--- src/rtl/fwd_pkg.sv ---
// fwd_pkg: shared forwarding select codes, stall FSM states and shadow control entry
package fwd_pkg;
  localparam int REG_AW_DEF = 5;
  localparam logic [1:0] FWD_RF    = 2'b00;
  localparam logic [1:0] FWD_MEMWB = 2'b01;
  localparam logic [1:0] FWD_EXMEM = 2'b10;
  typedef enum logic {ST_RUN, ST_HOLD} state_t;
  typedef struct packed {
    logic regwrite;
    logic memread;
  } shadow_ctl_t;
endpackage

--- src/rtl/fwd_sel_unit.sv ---
// fwd_sel_unit: priority compare for one ALU operand, EX/MEM beats MEM/WB, $0 never forwarded
module fwd_sel_unit
  import fwd_pkg::*;
#(
  parameter int REG_AW = REG_AW_DEF
) (
  input  logic [REG_AW-1:0] i_src,
  input  logic [REG_AW-1:0] i_exmem_dest,
  input  logic              i_exmem_rw,
  input  logic [REG_AW-1:0] i_memwb_dest,
  input  logic              i_memwb_rw,
  output logic [1:0]        o_sel
);
  logic w_hit_exmem;
  logic w_hit_memwb;
  // pick the youngest in-flight producer of the source register
  always_comb begin
    w_hit_exmem = i_exmem_rw && (i_exmem_dest != '0) && (i_exmem_dest == i_src);
    w_hit_memwb = i_memwb_rw && (i_memwb_dest != '0) && (i_memwb_dest == i_src);
    o_sel = w_hit_exmem ? FWD_EXMEM : w_hit_memwb ? FWD_MEMWB : FWD_RF;
  end
endmodule

--- src/rtl/fwd_hazard_ctrl.sv ---
// fwd_hazard_ctrl: forwarding selects and load-use stall control; HAZARD_PERF_CNT_EN adds stall/forward counters
module fwd_hazard_ctrl
  import fwd_pkg::*;
#(
  parameter int REG_AW       = REG_AW_DEF,
  parameter int STALL_CYCLES = 1
) (
  input  logic              i_clk,
  input  logic              i_rst_n,
  input  logic [REG_AW-1:0] i_id_rs,
  input  logic [REG_AW-1:0] i_id_rt,
  input  logic              i_id_uses_rs,
  input  logic              i_id_uses_rt,
  input  logic [REG_AW-1:0] i_id_dest,
  input  logic              i_id_reg_write,
  input  logic              i_id_mem_read,
  input  logic              i_flush,
  output logic [1:0]        o_forward_a,
  output logic [1:0]        o_forward_b,
  output logic              o_pc_write,
  output logic              o_ifid_write,
  output logic              o_idex_bubble,
  output logic              o_stall
`ifdef HAZARD_PERF_CNT_EN
  ,
  output logic [31:0]       o_stall_count,
  output logic [31:0]       o_fwd_count
`endif
);
  localparam logic [2:0] CNT_INIT = 3'(STALL_CYCLES - 1);

  logic [REG_AW-1:0] r_idex_rs;
  logic [REG_AW-1:0] r_idex_rt;
  logic [REG_AW-1:0] r_idex_dest;
  shadow_ctl_t       r_idex_ctl;
  logic [REG_AW-1:0] r_exmem_dest;
  shadow_ctl_t       r_exmem_ctl;
  logic [REG_AW-1:0] r_memwb_dest;
  logic              r_memwb_rw;
  state_t            r_state;
  logic [2:0]        r_cnt;
  state_t            w_state_nxt;
  logic [2:0]        w_cnt_nxt;
  logic              w_hazard;
  logic              w_stall;
  logic              w_kill;
  logic              w_unused_exmem_mr;

  assign w_unused_exmem_mr = r_exmem_ctl.memread;
  assign w_kill            = w_stall | i_flush;

  // shadow pipeline: EX/MEM and MEM/WB always advance, ID/EX takes a bubble on stall or flush
  always_ff @(posedge i_clk or negedge i_rst_n) begin
    if (!i_rst_n) begin
      r_idex_rs    <= '0;
      r_idex_rt    <= '0;
      r_idex_dest  <= '0;
      r_idex_ctl   <= '0;
      r_exmem_dest <= '0;
      r_exmem_ctl  <= '0;
      r_memwb_dest <= '0;
      r_memwb_rw   <= 1'b0;
    end else begin
      r_idex_rs    <= w_kill ? '0 : i_id_rs;
      r_idex_rt    <= w_kill ? '0 : i_id_rt;
      r_idex_dest  <= w_kill ? '0 : i_id_dest;
      r_idex_ctl   <= w_kill ? '0 : '{regwrite: i_id_reg_write, memread: i_id_mem_read};
      r_exmem_dest <= r_idex_dest;
      r_exmem_ctl  <= r_idex_ctl;
      r_memwb_dest <= r_exmem_dest;
      r_memwb_rw   <= r_exmem_ctl.regwrite;
    end
  end

  fwd_sel_unit #(.REG_AW(REG_AW)) u_sel_a (
    .i_src        (r_idex_rs),
    .i_exmem_dest (r_exmem_dest),
    .i_exmem_rw   (r_exmem_ctl.regwrite),
    .i_memwb_dest (r_memwb_dest),
    .i_memwb_rw   (r_memwb_rw),
    .o_sel        (o_forward_a)
  );

  fwd_sel_unit #(.REG_AW(REG_AW)) u_sel_b (
    .i_src        (r_idex_rt),
    .i_exmem_dest (r_exmem_dest),
    .i_exmem_rw   (r_exmem_ctl.regwrite),
    .i_memwb_dest (r_memwb_dest),
    .i_memwb_rw   (r_memwb_rw),
    .o_sel        (o_forward_b)
  );

  // load in EX whose result is needed by the instruction sitting in ID
  always_comb begin
    w_hazard = r_idex_ctl.memread && (r_idex_dest != '0) &&
               ((i_id_uses_rs && (r_idex_dest == i_id_rs)) ||
                (i_id_uses_rt && (r_idex_dest == i_id_rt)));
  end

  // stall FSM state register; HOLD covers the extra bubbles beyond the first
  always_ff @(posedge i_clk or negedge i_rst_n) begin
    if (!i_rst_n) begin
      r_state <= ST_RUN;
      r_cnt   <= '0;
    end else begin
      r_state <= w_state_nxt;
      r_cnt   <= w_cnt_nxt;
    end
  end

  // stall FSM next state; flush overrides everything and cancels a pending stall
  always_comb begin
    w_stall     = 1'b0;
    w_state_nxt = r_state;
    w_cnt_nxt   = r_cnt;
    if (i_flush) begin
      w_state_nxt = ST_RUN;
      w_cnt_nxt   = '0;
    end else if (r_state == ST_HOLD) begin
      w_stall   = 1'b1;
      w_cnt_nxt = r_cnt - 3'd1;
      if (r_cnt <= 3'd1) begin
        w_state_nxt = ST_RUN;
        w_cnt_nxt   = '0;
      end
    end else if (w_hazard) begin
      w_stall = 1'b1;
      if (STALL_CYCLES > 1) begin
        w_state_nxt = ST_HOLD;
        w_cnt_nxt   = CNT_INIT;
      end
    end
  end

  assign o_stall       = w_stall;
  assign o_pc_write    = ~w_stall;
  assign o_ifid_write  = ~w_stall;
  assign o_idex_bubble = w_kill;

`ifdef HAZARD_PERF_CNT_EN
  logic [31:0] r_stall_count;
  logic [31:0] r_fwd_count;
  logic        w_fwd_any;

  assign w_fwd_any     = (o_forward_a != FWD_RF) || (o_forward_b != FWD_RF);
  assign o_stall_count = r_stall_count;
  assign o_fwd_count   = r_fwd_count;

  // saturating event counters for stall cycles and forwarded operands
  always_ff @(posedge i_clk or negedge i_rst_n) begin
    if (!i_rst_n) begin
      r_stall_count <= '0;
      r_fwd_count   <= '0;
    end else begin
      r_stall_count <= (w_stall && (r_stall_count != '1)) ? r_stall_count + 32'd1 : r_stall_count;
      r_fwd_count   <= (w_fwd_any && (r_fwd_count != '1)) ? r_fwd_count + 32'd1 : r_fwd_count;
    end
  end
`endif
endmodule

--- config.mk ---
export PLATFORM = sky130hd
export DESIGN_NAME = fwd_hazard_ctrl
export DESIGN_NICKNAME = d
export VERILOG_FILES = /design/src/rtl/fwd_pkg.sv /design/src/rtl/fwd_sel_unit.sv /design/src/rtl/fwd_hazard_ctrl.sv
export SDC_FILE = /design/constraint.sdc
export NUM_CORES = 1
export LEC_CHECK = 0
export BUFFER_PORTS_ARGS = -buffer_cell sky130_fd_sc_hd__buf_4
export CAP_MARGIN = 0
export CORE_MARGIN = 2
export CORE_UTILIZATION = 56
export CTS_BUF_LIST = sky130_fd_sc_hd__clkbuf_8
export CTS_CLUSTER_SIZE = 14
export DETAILED_ROUTE_END_ITERATION = 7
export PLACE_DENSITY = 0.91
export RECOVER_POWER = 25
export SETUP_SLACK_MARGIN = 0.3
export SLEW_MARGIN = 40
export SYNTH_ARGS = -nofsm -noshare
export SYNTH_HDL_FRONTEND = slang
export SYNTH_SLANG_ARGS = --single-unit
--- constraint.sdc ---
create_clock -name i_clk -period 1.8 [get_ports i_clk]
set_input_delay 0.18 -clock i_clk [delete_from_list [all_inputs] [get_ports i_clk]]
set_output_delay 0.18 -clock i_clk [all_outputs]
set_load 0.02 [all_outputs]
# Yosys cells after proc, flatten, opt, wreduce, memory -nomap -nowiden
# Cells that the tools add are included.
# op_classes
bitwise_logic	2
n_mux	17
add_sub_neg	1
n_reduce_logical	15
n_lt_le_gt_ge	1
n_eq_ne	6
# ops
op	n
5-bit equality test	6
5-bit two-way mux	3
5-bit nonzero test	3
1-bit logical AND	10
3-bit two-way mux	3
1-bit two-way mux	8
2-bit two-way mux	3
3-bit by 1-bit <= comparator with 1-bit output (second input constant)	1
3-bit by 1-bit subtractor with 3-bit output (second input constant)	1
2-bit nonzero test	1
1-bit logical OR	1
1-bit NOT	1
1-bit bitwise OR	1
# word_totals
out_inout_bits	8
regBits	33
inputBits	22
elab_cells	53

# Depth between registers and ports, before layout
# Gate-level depths: netlist of the first run.
# depth
word_depth	9
mapped_depth	6
ltp_nobuf	6

# Modules after synthesis
# Synthesis of the first run repeated with hierarchy kept, for this count alone.
# hier_totals
hier_cells	152
area_unflattened_um2	1577.8
# modules_own_cells
mod	cells_each	instances	area_each_um2	seq_area_each_um2
fwd_hazard_ctrl	110	1	1260.0	825.8
fwd_sel_unit	21	2	158.9	0.0

# Least setup slack after synthesis of the first run
# No wires, ideal clock.
# synth_timing
path_kind	reg-to-output
start	reg r_idex_dest[1]
end	out o_pc_write
arrival_ns	1.925
path_slack_ns	-0.305
path_stages_with_launch	6
t_required_ns	1.620
path_cell_list	dfrtp_1 -> or4_1 -> o21a_1 -> buf_6 -> a31oi_1 -> buf_4
# synth_between
elab_chain_cells	8
# synth_lines
item	line_no	text
from (decl)	fwd_hazard_ctrl.sv:34	logic [REG_AW-1:0] r_idex_dest;
from (signal assigned)	fwd_hazard_ctrl.sv:66	r_idex_dest <= w_kill ? '0 : i_id_dest;
5-bit equality test, on equally long branches	fwd_hazard_ctrl.sv:96, fwd_hazard_ctrl.sv:97	
1-bit logical AND, on equally long branches	fwd_hazard_ctrl.sv:96, fwd_hazard_ctrl.sv:97	
1-bit logical OR	fwd_hazard_ctrl.sv:96	((i_id_uses_rs && (r_idex_dest == i_id_rs)) ||
1-bit logical AND (*)	fwd_hazard_ctrl.sv:95	w_hazard = r_idex_ctl.memread && (r_idex_dest != '0) &&
1-bit two-way mux (*)	fwd_hazard_ctrl.sv:126	end else if (w_hazard) begin
1-bit two-way mux (*)	fwd_hazard_ctrl.sv:119	end else if (r_state == ST_HOLD) begin
1-bit two-way mux (*)	fwd_hazard_ctrl.sv:116	if (i_flush) begin
1-bit NOT (*)	--	
to (decl)	fwd_hazard_ctrl.sv:20	output logic o_pc_write,
# Every way passes the cells marked *; elsewhere a longest branch is shown, timed or not.

# Final worst setup path of the first run
# layout_timing
start	reg r_idex_dest[2]
end	out o_stall
# layout_between
elab_chain_cells	7
# layout_lines
item	line_no	text
5-bit equality test, on equally long branches	fwd_hazard_ctrl.sv:96, fwd_hazard_ctrl.sv:97	
1-bit logical AND, on equally long branches	fwd_hazard_ctrl.sv:96, fwd_hazard_ctrl.sv:97	
1-bit logical OR	fwd_hazard_ctrl.sv:96	
1-bit logical AND (*)	fwd_hazard_ctrl.sv:95	
1-bit two-way mux (*)	fwd_hazard_ctrl.sv:126	
1-bit two-way mux (*)	fwd_hazard_ctrl.sv:119	
1-bit two-way mux (*)	fwd_hazard_ctrl.sv:116	
to (decl)	fwd_hazard_ctrl.sv:23	output logic o_stall
# Marked as above.

==> results of run 1 <==
[worst min-delay path, delay by kind of cell]
family / cells / cell delay, ns
and+or+nand+nor: 1 / 0.06
buffers and inverters: 1 / 0.11
AOI/OAI and AO/OA: 1 / 0.04
[layout by cell type, fill, tap and decap left out, types with 2 or more instances in the layout]
master and n:
nand3_1 2, or4_4 4, nor4_4 2, ha_1 2
inv_1 6, dfrtp_1 33, o21ai_1 2, o21ai_0 2
nor4_2 2, a21oi_2 9, clkbuf_1 5, nand4_1 2
buf_4 31, a21oi_4 8, xnor2_2 4, nand2_1 21
clkbuf_16 2, buf_6 7, clkbuf_8 6, xnor2_1 12
xor2_1 14, buf_12 2
[what timing repair did]
item                                   4_1_cts  5_1_grt
hold buffers                                 1        0
gates cloned                                 0        2
gates resized for setup                     30       25
setup endpoints to repair                   25       26
endpoints found under the hold margin       33        0
pin swaps                                    4        3
setup buffers                                6        3
[logic make-up (layout without fill, tap and decap cells)]
group / after synthesis / in the layout / share of synthesized area, %
and+or+nand+nor: 36 / 36 / 12.12
DFF: 33 / 33 / 53.70
AOI/OAI and AO/OA: 30 / 30 / 10.99
xor gates and xnor gates: 30 / 30 / 17.09
buffers and inverters: 13 / 62 / 4.475
adders and majority gates: 2 / 2 / 1.627
[metrics by stage]
| stage | power [mW] | hold WS (ns) | area, um2 | util (%) | cells |
|---|---|---|---|---|---|
| after floorplan | 0.9382 | -0.1156 | 1582 | - | 144 |
| after global placement | 1.025 | 0.1307 | 1844 | 68.65 | 204 |
| after detailed placement | 1.035 | 0.1354 | 1844 | 68.65 | 204 |
| after CTS | 1.782 | 0.1085 | 2152 | 80.11 | 219 |
| after global routing | 1.922 | 0.1368 | 2326 | 86.59 | 224 |
| final | 1.859 | 0.1233 | 2326 | 86.59 | 224 |
[flip-flops by register name, summed over array words and instances (netlist names)]
name	count
r_exmem_dest	5
r_memwb_dest	5
r_memwb_rw	1
r_idex_dest	5
r_exmem_ctl	1
r_idex_rs	5
r_idex_ctl	2
r_state	1
r_idex_rt	5
r_cnt	3
[worst max path at each step]
| stage | from | end | slack (ns) | cells past startpoint |
|---|---|---|---|---|
| after floorplan | r_idex_dest[1]$_DFF_PN0_ | o_pc_write | 0.01 | 5 |
| after global placement | r_idex_rt[0]$_DFF_PN0_ | o_forward_b[0] | 0.09 | 4 |
| after detailed placement | r_exmem_dest[4]$_DFF_PN0_ | o_forward_b[1] | 0.001 | 4 |
| after CTS | r_exmem_dest[4]$_DFF_PN0_ | o_forward_a[0] | -0.24 | 5 |
| after global routing | r_idex_dest[1]$_DFF_PN0_ | o_stall | -0.34 | 7 |
| final | r_idex_dest[2]$_DFF_PN0_ | o_stall | -0.27 | 7 |
[power by group]
part	switching, mW	internal (mW)	leakage, nW
Clock	0.286	0.446	0.0626
Sequential	0.0396	0.776	0.430
Combinational	0.159	0.153	0.567
Total	0.485	1.37	1.06
[cell type report]
cell class	instances	area share [%]
clock buffer	6	3.550
multi-input combinational	98	38.30
clock inverter	2	1.452
timing repair buffer	49	18.72
sequential	33	35.50
inverter	5	0.8069
tap	31	1.668
[metal layers]
metal  wire length (um)  GRT usage [%]  up-vias
met5                  0              0        -
li1                   -              -      584
met3                270          8.986       22
met1               1739          28.55      668
met4                168          10.88        0
met2               2593          48.40       68
==> out/qor.yml, run 1 <==
clock_tree:
  clockRootBuffer: "clkbuf_8"
  htree_levels: 2
  cts_inserted_buffers: 5
  clk_pin_slew_worst_paths_ns: 0.07
  clkLatencyLatePin_ns: 0.29
  cts_tree: "done"
  cts_max_path_buffers: 2
  clock_sinks: 33
critical_path:
  setup.worst_path.start_class: "register"
  reg2reg_to: "r_idex_rt[0]$_DFF_PN0_"
  crit_arrival_ns: 1.89
  path_class: "reg -> out"
  path_max_fanout: 4
  worstPathCellList: "clkbuf_1 -> xnor2_2 -> nand4_1 -> o22ai_2 -> buf_6 -> a31o_4 -> buf_6"
  slowest_delay_ns: 0.37
  slowest_stage: "dfrtp_1"
  r2r_cells: 8
  critPathTopFamily: "buffers and inverters"
  crit_buf_inv: 3
  r2r-start: "r_idex_dest[2]$_DFF_PN0_"
  worstPathRequired_ns: 1.62
  crit_top_cell: "buf_6"
  r2r_setup_slack_ns: 0.01
  cp-end-kind: "primary output"
floorplan:
  coreArea_um2: 2686
  io_pins: 30
  die_y_um: 56.40
  dieArea_um2: 3181
  start_util_pct: 57.24
  row_count: 19
  dieWidth_um: 56.40
routing:
  detail-route-antenna-nets: 0
  wl_per_cell_um: 21.30
  num_vias: 1342
  wl_um: 4771
  dr.pass1.iters: 4
  viasPerCell: 5.991
  drt-initial-drc-count: 77
  drc_errors: 0
place:
  dp_hpwl_um: 2534
  gp_congestion: 0.8488
  dp_slack_ns: 0.001467
  portBuffers: 29
run_status:
  failed_checks: "negative setup slack"
  outcome: "finished, violations left"
yosys:
  syn_nets: 168
  netlist_instances: 144
  synth_edf_count: 0
  synth.distinct_cells: 26
  synth_area_leaders: "dfrtp_1 (54%), xnor2_1 (9.1%), xor2_1 (8.0%)"
  yosys_register_bits: 33
  async_reset_ff_share_pct: 100.0
  ys.warnings.count: 0
  synth.top_cell.area_share_pct: 53.70
  synth_top_cell_by_area: "dfrtp_1"
  synth_top_flop_cell: "dfrtp_1"
  seq_area_frac_synth_pct: 53.70
  syn_avg_cell_area_um2: 10.68
  netlist_area_um2: 1538
  yosysMostFrequentCell: "dfrtp_1"
  synth_commonest_cells: "dfrtp_1 (33), nand2_1 (21), a21oi_1 (18)"
pwr:
  powerDensity_nw_per_um2: 799.1
  peakVddDrop_v: 0.0009619
  power.leakage_nw: 1.060
grt:
  grt_max_degree: 34
  grt_pass1_vias: 1347
  grt-ovfl-total: 0
  grt.total_usage_pct: 26.83
  grt_antenna_before_repair: 0
  grt_pass1_wl_um: 6251
cells_and_area:
  multi_input_area_um2: 890.9
  antenna_cells: 0
  seqCellArea_um2: 825.8
  synthToLayoutAreaGrowth_pct: 51.26
  drive_above_1_share_pct: 44.04
  nets: 216
  fill_cells: 122
sta:
  setup_viol: 8
  rsz0062_at_grt: "yes"
  tns_ns: -2.001
  post-route-min-period_ns: 2.072
  max_slew_margin_pct: 47.40
  fin_skew_ns: 0.004204
  hold_viol_final: 0
  slew_viol_final: 0
  min_period_over_period_pct: 115.1
  setup_slack_ns: -0.2717
  fmax_mhz: 482.7
  worst_slew_pin_slew_ns: 0.7890
worst_hold_path:
  hold_end: "r_idex_dest[1]$_DFF_PN0_"
  hold_path_depth: 3
  hp-class: "in -> reg"
  min_from: "i_id_dest[1]"
run:
  maxCapViolCount: 0
Power figures use the tool's default switching activity.
==> run 2: changes to the inputs <==
CORE_UTILIZATION = 60   (was 56)
PLACE_DENSITY = 0.95   (was 0.91)
clock period = 2.6 ns   (was 1.8 ns; I/O delays follow)
==> run 2 against run 1 <==
  * The run ends with max-capacitance violations, max-slew violations left
  * Clock power fell by 51%
  * Die area fell by 6.2%
  * Design area fell by 20%
  * Flip-flop and latch count did not move
  * Worst setup slack improved by 0.63 ns
  * Cell count fell by 7.6%
  * Non-clock buffer count fell by 17
==> out/qor.yml, run 2 (synthesis gave the netlist of run 1 again) <==
critical_path:
  path_class: "reg -> out"
  worstPathRequired_ns: 2.34
  setup.worst_path.start_class: "register"
  path_max_fanout: 10
  cp-end-kind: "primary output"
  r2r_cells: 5
  crit_arrival_ns: 1.98
run:
  maxCapViolCount: 1
clock_tree:
  cts_max_path_buffers: 2
  cts_tree: "done"
  clk_pin_slew_worst_paths_ns: 0.07
  post_cts_buffers: 0
  clockRootBuffer: "clkbuf_8"
  clock_sinks: 33
  htree_levels: 2
  cts_inserted_buffers: 5
  clkLatencyLatePin_ns: 0.29
pwr:
  power.leakage_nw: 0.9119
  p_sw_share_pct: 25.75
  clock_power_share_pct: 34.0
  powerDensity_nw_per_um2: 566.2
  p_comb_share_pct: 12.7
  switching_power_uw: 272.7
  p_seq_share_pct: 53.3
  peakVddDrop_v: 0.0005092
  p_int_uw: 786.5
cells_and_area:
  fill_cells: 158
  drive_above_1_share_pct: 25.42
  final_cell_mix: "dfrtp_1 (33), buf_4 (30), nand2_1 (21)"
  antenna_cells: 0
  nets: 200
  synthToLayoutAreaGrowth_pct: 21.64
  final_common_cell: "dfrtp_1"
place:
  dp_slack_ns: 0.4627
  portBuffers: 29
  gp_congestion: 0.8714
  dp_hpwl_um: 2403
worst_hold_path:
  hp-class: "in -> reg"
  hold_path_depth: 3
grt:
  grt_pass1_vias: 1179
  grt_antenna_before_repair: 0
  grt_max_degree: 34
  grt_pass1_wl_um: 5375
  grt.total_usage_pct: 26.91
  grt-ovfl-total: 0
routing:
  detail-route-antenna-nets: 0
  wl_um: 3279
  drt-initial-drc-count: 16
  dr.pass1.iters: 4
  viasPerCell: 5.517
  drc_errors: 0
  wl_per_cell_um: 15.84
  num_vias: 1142
floorplan:
  coreArea_um2: 2455
  start_util_pct: 62.64
  io_pins: 30
  die_y_um: 54.63
  dieWidth_um: 54.63
  row_count: 18
  dieArea_um2: 2984
sta:
  worst_slew_pin_slew_ns: 1.651
  tns_ns: 0
  setup_slack_ns: 0.3627
  setup_viol: 0
  rsz0062_at_grt: "yes"
  post-route-min-period_ns: 2.237
  hold_viol_final: 0
  fmax_mhz: 447.0
  max_slew_margin_pct: -10.06
  fin_skew_ns: 0.007120
  slew_viol_final: 34
  min_period_over_period_pct: 86.05
run_status:
  failed_checks: "max-capacitance violations, max-slew violations"
  outcome: "finished, violations left"
-- run 2: changes by cell type in the layout (fill, tap and decap cells not counted), sizes merged --
| cell | change |
|---|---|
| buf | -10 |
| clkbuf | -8 |
| clkinv | +2 |
| bufinv | -1 |
| o21a | +1 |
-- run 2: area by class of cell --
class                           count  area [um2]  share of cell area (%)
Inverter                            5       18.77                   1.003
Clock buffer                        5       68.82                   3.679
Sequential cell                    33       825.8                   44.15
Clock inverter                      3       13.76                  0.7358
Multi-Input combinational cell     99       666.9                   35.65
Timing Repair Buffer               32       239.0                   12.78
Tap cell                           30       37.54                   2.007
-- run 2: what timing repair did --
item	in CTS	in global routing
endpoints found under the setup margin	4	5
resized for setup	2	2
cloned	0	1
pin swaps	0	0
hold endpoints to repair	33	0
hold buffers	1	0
-- run 2: per-stage QoR --
step                hold WS [ns]  instance area, um2  instances  util, %  power (mW)
CTS                       0.1966                1858        206    75.69       1.058
detailed placement        0.2125                1758        197    71.61      0.7019
finish                    0.1924                1871        207    76.20       1.059
global route              0.1990                1871        207    76.20       1.109
global placement          0.2086                1758        197    71.61      0.6929
floorplan               -0.03559                1538        144        -      0.6420
-- run 2: worst paths after layout --
check	start	to	slack, ns
min reg2reg	r_idex_ctl[1]$_DFF_PN0_	r_exmem_ctl[1]$_DFF_PN0_	0.35
min in group asynchronous	i_rst_n	r_state$_DFF_PN0_	0.93
max	r_idex_dest[1]$_DFF_PN0_	o_idex_bubble	0.36
min	i_id_reg_write	r_idex_ctl[1]$_DFF_PN0_	0.19
max in group asynchronous	i_rst_n	r_exmem_dest[1]$_DFF_PN0_	0.71
max reg2reg	r_idex_dest[3]$_DFF_PN0_	r_idex_ctl[0]$_DFF_PN0_	1.01
-- run 2: metal layers --
metal  track usage (%)  share of wire [%]  vias up
met2             45.63                 55       37
met5                 0                  0        -
met1             30.47                 37      548
met3             9.836                5.3       10
met4             10.83                2.5        0
li1                  -                  -      547
-- run 2: critical path, cell delays in order, from the launching register on --
cell,delay [ns]
dfrtp_1,0.43
or4_4,0.57
o21a_4,0.26
a211o_1,0.28
buf_4,0.16
-- run 2: power by group through the flow --
| stage | clock [mW] | sequential (mW) | combinational (mW) |
|---|---|---|---|
| 6_report | 0.360 | 0.565 | 0.134 |
| 5_1_grt | 0.392 | 0.568 | 0.149 |
| 4_1_cts | 0.362 | 0.564 | 0.133 |
| 3_5_place_dp | 0 | 0.573 | 0.129 |
| 3_3_place_gp | 0 | 0.570 | 0.123 |
| 2_1_floorplan | 0 | 0.566 | 0.0763 |
